### config.mk
export PLATFORM = sky130hd
export DESIGN_NAME = branch_target_buffer
export DESIGN_NICKNAME = d
export VERILOG_FILES = /design/src/rtl/btb_pkg.sv /design/src/rtl/btb_tag_array.sv /design/src/rtl/branch_target_buffer.sv
export SDC_FILE = /design/constraint.sdc
export NUM_CORES = 1
export LEC_CHECK = 0
export ABC_CLOCK_PERIOD_IN_PS = 7700
export BUFFER_PORTS_ARGS = -buffer_cell sky130_fd_sc_hd__buf_2
export CORE_MARGIN = 2
export CORE_UTILIZATION = 50
export DETAILED_ROUTE_END_ITERATION = 8
export PLACE_DENSITY_LB_ADDON = 0.25
export SYNTH_ARGS = -nofsm -noshare
export SYNTH_HDL_FRONTEND = slang
export SYNTH_SLANG_ARGS = --single-unit
### constraint.sdc
create_clock -name clk -period 7.7 [get_ports clk]
set_clock_uncertainty 0.2 [all_clocks]
set_input_delay 1.925 -clock clk [delete_from_list [all_inputs] [get_ports clk]]
set_output_delay 1.925 -clock clk [all_outputs]
set_load 0.02 [all_outputs]
### src/rtl/btb_pkg.sv
// Shared definitions for the branch target buffer: sizing defaults,
// address-split widths, the entry record and a tag extraction helper.
package btb_pkg;

  localparam int BTB_ENTRIES_DEF = 16;
  localparam int BTB_IDX_W_DEF   = $clog2(BTB_ENTRIES_DEF);
  localparam int BTB_TAG_W_DEF   = 32 - BTB_IDX_W_DEF - 2;
  // Stored tag width covers the smallest legal table (4 entries, 28-bit tag);
  // larger tables keep the unused upper tag bits at zero.
  localparam int BTB_TAG_W_MAX   = 28;

  typedef logic [BTB_TAG_W_MAX-1:0] btb_tag_t;

  typedef struct packed {
    logic        valid;
    btb_tag_t    tag;
    logic [31:0] target;
  } btb_entry_t;

  // Tag = PC[31:idx_w+2], zero-extended to the stored width.
  function automatic btb_tag_t btb_tag(input logic [31:0] pc, input int idx_w);
    logic [31:0] s;
    s = pc >> (idx_w + 2);
    return s[BTB_TAG_W_MAX-1:0];
  endfunction

endpackage

### src/rtl/btb_tag_array.sv
// Entry storage for the branch target buffer: one combinational read port,
// one synchronous write port and one tag-qualified invalidate port.
// Only the valid bits are reset; tag/target contents are don't-care while invalid.
module btb_tag_array
  import btb_pkg::*;
#(
  parameter int ENTRIES = BTB_ENTRIES_DEF,
  parameter int IDX_W   = $clog2(ENTRIES)
) (
  input  logic             clk,
  input  logic             rst_n,
  input  logic [IDX_W-1:0] rd_idx,
  output btb_entry_t       rd_entry,
  input  logic             wr_en,
  input  logic [IDX_W-1:0] wr_idx,
  input  logic [31:0]      wr_target,
  input  btb_tag_t         wr_tag,
  input  logic             inv_en,
  input  logic [IDX_W-1:0] inv_idx,
  input  btb_tag_t         inv_tag
);

  logic [ENTRIES-1:0] valid_q;
  btb_tag_t           tag_q [ENTRIES];
  logic [31:0]        tgt_q [ENTRIES];

  // Read port sees pre-edge contents, so a same-cycle write is not bypassed.
  always_comb begin
    rd_entry        = '0;
    rd_entry.valid  = valid_q[rd_idx];
    rd_entry.tag    = tag_q[rd_idx];
    rd_entry.target = tgt_q[rd_idx];
  end

  // Valid bits: reset wins over any pending write; invalidate needs a tag match.
  always_ff @(posedge clk) begin
    if (!rst_n) begin
      valid_q <= '0;
    end else if (wr_en) begin
      valid_q[wr_idx] <= 1'b1;
    end else if (inv_en && (tag_q[inv_idx] == inv_tag)) begin
      valid_q[inv_idx] <= 1'b0;
    end
  end

  // Payload write; suppressed during reset so a reset-cycle write leaves no trace.
  always_ff @(posedge clk) begin
    if (rst_n && wr_en) begin
      tag_q[wr_idx] <= wr_tag;
      tgt_q[wr_idx] <= wr_target;
    end
  end

endmodule

### src/rtl/branch_target_buffer.sv
// Direct-mapped branch target buffer in IF. Combinational lookup of PC_IF,
// trained from ID one cycle later. Optional counters under BTB_STATS_EN.
module branch_target_buffer
  import btb_pkg::*;
#(
  parameter  int ENTRIES = BTB_ENTRIES_DEF,
  localparam int IDX_W   = $clog2(ENTRIES)
) (
  input  logic        clk,
  input  logic        rst_n,
  input  logic        stall,
  input  logic [31:0] PC_IF,
  output logic        branch_IF,
  output logic [31:0] PC_add_imm,
  output logic [31:0] PC_add_4,
  input  logic        upd_valid,
  input  logic        upd_is_branch,
  input  logic [31:0] upd_PC,
  input  logic [31:0] upd_target
`ifdef BTB_STATS_EN
  ,
  output logic [31:0] stat_lookups,
  output logic [31:0] stat_hits
`endif
);

  logic [IDX_W-1:0] rd_idx, up_idx;
  btb_tag_t         rd_tag, up_tag;
  btb_entry_t       rd_entry;
  logic             upd_go;

  assign rd_idx = PC_IF[IDX_W+1:2];
  assign up_idx = upd_PC[IDX_W+1:2];
  assign rd_tag = btb_tag(PC_IF, IDX_W);
  assign up_tag = btb_tag(upd_PC, IDX_W);
  assign upd_go = upd_valid && !stall;

  btb_tag_array #(.ENTRIES(ENTRIES), .IDX_W(IDX_W)) u_array (
    .clk       (clk),
    .rst_n     (rst_n),
    .rd_idx    (rd_idx),
    .rd_entry  (rd_entry),
    .wr_en     (upd_go && upd_is_branch),
    .wr_idx    (up_idx),
    .wr_target (upd_target),
    .wr_tag    (up_tag),
    .inv_en    (upd_go && !upd_is_branch),
    .inv_idx   (up_idx),
    .inv_tag   (up_tag)
  );

  // Hit compare and target mux; target forced to 0 on a miss.
  always_comb begin
    branch_IF  = rd_entry.valid && (rd_entry.tag == rd_tag);
    PC_add_imm = branch_IF ? rd_entry.target : 32'h0;
    PC_add_4   = PC_IF + 32'd4;
  end

`ifdef BTB_STATS_EN
  logic [31:0] lookups_q, hits_q;

  // Saturating counters; frozen while stalled.
  always_ff @(posedge clk) begin
    if (!rst_n) begin
      lookups_q <= '0;
      hits_q    <= '0;
    end else if (!stall) begin
      if (lookups_q != 32'hFFFF_FFFF) lookups_q <= lookups_q + 32'd1;
      if (branch_IF && hits_q != 32'hFFFF_FFFF) hits_q <= hits_q + 32'd1;
    end
  end

  assign stat_lookups = lookups_q;
  assign stat_hits    = hits_q;
`else
  // Statistics build option disabled: no counters, no ports.
`endif

endmodule
==> results.json <==
{
  "slew_headroom": 0.0352,
  "path_class": "in -> out",
  "die_area_sq_um": 84400,
  "ys_seq_area_frac": 0.687,
  "synth.area.mux_share": 0.210,
  "place_hpwl_um": 61200,
  "dp_slack_ns": -0.401,
  "drt_first_pass_iters": 5,
  "grtUsageMet2": 0.407,
  "antenna_found_initial": 10,
  "yosysMostFrequentCell": "edfxtp_1",
  "syn_avg_cell_area_sq_um": 19.6,
  "grt_use_met1": 0.361,
  "fp.coreArea_sq_um": 81700,
  "dieHeight_um": 290,
  "clock_latency_ns": 0.68,
  "outcome": "completed",
  "core.rowCount": 105,
  "track_usage": 0.256,
  "synth_top_cell_area_share": 0.679,
  "numCtsBuffers": 97,
  "ir_drop_mv": 0.193,
  "vias": 22600,
  "grt.busiest_layer": "met2",
  "cts_setup_buffers": 0,
  "start_kind": "primary input",
  "cp_max_fo": 44,
  "arrival_ns": 5.40,
  "synthArstFlopShare": 0,
  "io_buffers": 159,
  "fin_ws_ns": 0.179,
  "gr-total-overflow": 0,
  "gp_congestion": 0.872,
  "setup_violations": 0,
  "timing.hold.ws_ns": 0.289,
  "finalCritPeriodShare": 0.977,
  "synth_nets": 2196,
  "synthAdderAreaFrac": 0.000305,
  "clk_path_buf_depth": 3,
  "synth_xor_area_frac": 0.0171,
  "wl_per_cell_um": 31.1,
  "pwr_density_cell_nw_per_um2": 239,
  "yosys.area.top_type": "edfxtp_1",
  "fin_nets": 2406,
  "ctsHtreeMaxLevel": 3,
  "rsz0062_at_grt": "false",
  "clkTransAtPathRegs_ns": 0.05,
  "ios": 166,
  "maxCapViolCount": 0,
  "met3_usage": 0.0483,
  "yosysWarnings": 0,
  "synthesis.area_sq_um": 41000,
  "synth_edf_count": 928,
  "synth.distinct_cells": 63,
  "synth_area_leaders": "edfxtp_1, mux4_2, mux2i_1",
  "endpoint_kind": "primary output",
  "synth_compound_area_frac": 0.0424,
  "cts_tree": "built",
  "via_per_inst": 6.53,
  "cts_root_buf": "clkbuf_16",
  "fin_area_sq_um": 46700,
  "hold_class": "reg -> reg",
  "synth_cells": 2094,
  "postPlaceCellArea_sq_um": 43500,
  "wirelength_um": 108000,
  "drc_errors": 0,
  "drtAntennaViolNets": 0,
  "grt_pass1_vias": 23000,
  "cts.hold.buffers_added": 0,
  "p_leak_nw": 15.5,
  "hold_viol": 0,
  "clock_sinks": 944,
  "synth-main-ff-cell": "edfxtp_1",
  "grt_start_max_net_pins": 69,
  "synth_top_family_by_area": "multiplexers",
  "start_util": 0.502,
  "finalMaxSlewViolations": 0,
  "drive_above_1_share": 0.288,
  "fin_crit_ns": 7.52,
  "tightest_slew_ns": 1.44,
  "fmax_ghz": 0.133,
  "grt_pass1_wl_um": 158000,
  "area_growth_pct": 13.9,
  "die_w_um": 290,
  "yosys.area_share.simple": 0.0237,
  "required_ns": 5.58,
  "drt_iter0_markers": 2654,
  "synth_common_cells": "edfxtp_1, mux4_2, mux2i_1",
  "ys_ff_latch": 944
}
-- timing repair --
item	4_1_cts	5_1_grt
endpoints found under the hold margin	0	0
resized for setup	3	2
endpoints found under the setup margin	6	8
-- cells in the final DEF, fill, tap and decap left out, types with 6 or more instances in the layout --
master / Yosys / routed
a22o_1: 7 / 7
clkinv_1: 2 / 27
clkbuf_16: 0 / 98
nand3_1: 11 / 11
buf_4: 25 / 65
o221ai_1: 30 / 30
xnor2_1: 33 / 33
nor2_4: 0 / 12
mux4_2: 277 / 277
edfxtp_1: 928 / 928
nor4_1: 6 / 6
buf_12: 4 / 22
mux2i_1: 201 / 201
a21oi_1: 29 / 29
a221oi_1: 28 / 28
nor2_1: 33 / 20
mux4_1: 13 / 13
clkbuf_1: 53 / 20
bufinv_16: 0 / 12
nor2b_1: 26 / 25
o21ai_0: 17 / 17
a211oi_1: 18 / 18
xor2_1: 47 / 47
buf_2: 29 / 153
inv_1: 11 / 11
nand4_1: 8 / 8
o31ai_1: 16 / 16
clkinv_2: 0 / 19
dfxtp_1: 16 / 16
a22oi_1: 32 / 32
o22ai_1: 17 / 17
a21boi_1: 16 / 16
and3_1: 15 / 15
nand2_1: 67 / 67
-- kinds of logic (layout without fill, tap and decap cells) --
group | after synthesis | in the layout
mux | 493 | 493
other cells | 0 | 3
buf+inv | 147 | 441
xor+xnor | 80 | 80
compound gates | 236 | 236
flops | 944 | 944
simple gates | 193 | 193
fa+ha+maj | 1 | 1
-- worst max-delay path: stages --
cell and delay (ns):
buf_4 0.13, buf_12 0.36, buf_4 0.49, nand2_1 0.13, nor3_1 0.41, buf_4 0.20
nand3_1 0.25, nor2_2 0.39, nand2_1 0.19, nor2_1 0.33, nand3_1 0.16, xnor2_1 0.18
buf_2 0.19
-- path summary, 6_finish.rpt --
kind | cells after the start | to | from | slack, ns
max | 13 | PC_add_4[31] | PC_IF[4] | 0.18
min | 2 | flip-flop | flip-flop | 0.29
max reg2reg | 8 | flip-flop | u_array.tag_q[5][21] | 3.90
min reg2reg | 2 | flip-flop | flip-flop | 0.29
-- power breakdown --
group / leakage [nW] / switching, mW / internal [mW]
clock: 1.59 / 1.99 / 2.76
sequential: 8.47 / 0.0113 / 5.67
combinational: 5.42 / 0.445 / 0.305
total: 15.5 / 2.45 / 8.73
-- layout make-up --
cell class | instances | area (sq um)
Sequential cell | 944 | 28200
Clock buffer | 118 | 2530
Timing Repair Buffer | 243 | 1730
Multi-Input combinational cell | 1003 | 12200
Antenna cell | 3 | 7.51
Clock inverter | 65 | 731
Tap cell | 1070 | 1340
Fill cell | 6062 | 35000
Inverter | 15 | 56.3
-- registers in the layout, indices dropped and copies added, names as in the netlist, named ones only --
name and count:
u_array.tag_q 416, u_array.tgt_q 512
-- per-layer routing --
metal,vias up,share of wire
met2,1228,0.48
met4,12,0.035
met1,11800,0.40
met5,-,0.00081
li1,9298,-
met3,244,0.093
-- through the flow --
stage / total power [mW] / util / cells / TNS, ns
6_report: 11.2 / 0.572 / 3461 / 0
3_3_place_gp: 6.51 / 0.532 / 3275 / -0.997
2_1_floorplan: 6.25 / - / 2094 / 0
4_1_cts: 11.2 / 0.572 / 3458 / 0
3_5_place_dp: 6.53 / 0.532 / 3275 / -1.31
5_1_grt: 11.5 / 0.572 / 3459 / 0
Note: power is estimated with default switching activity, not from simulation.
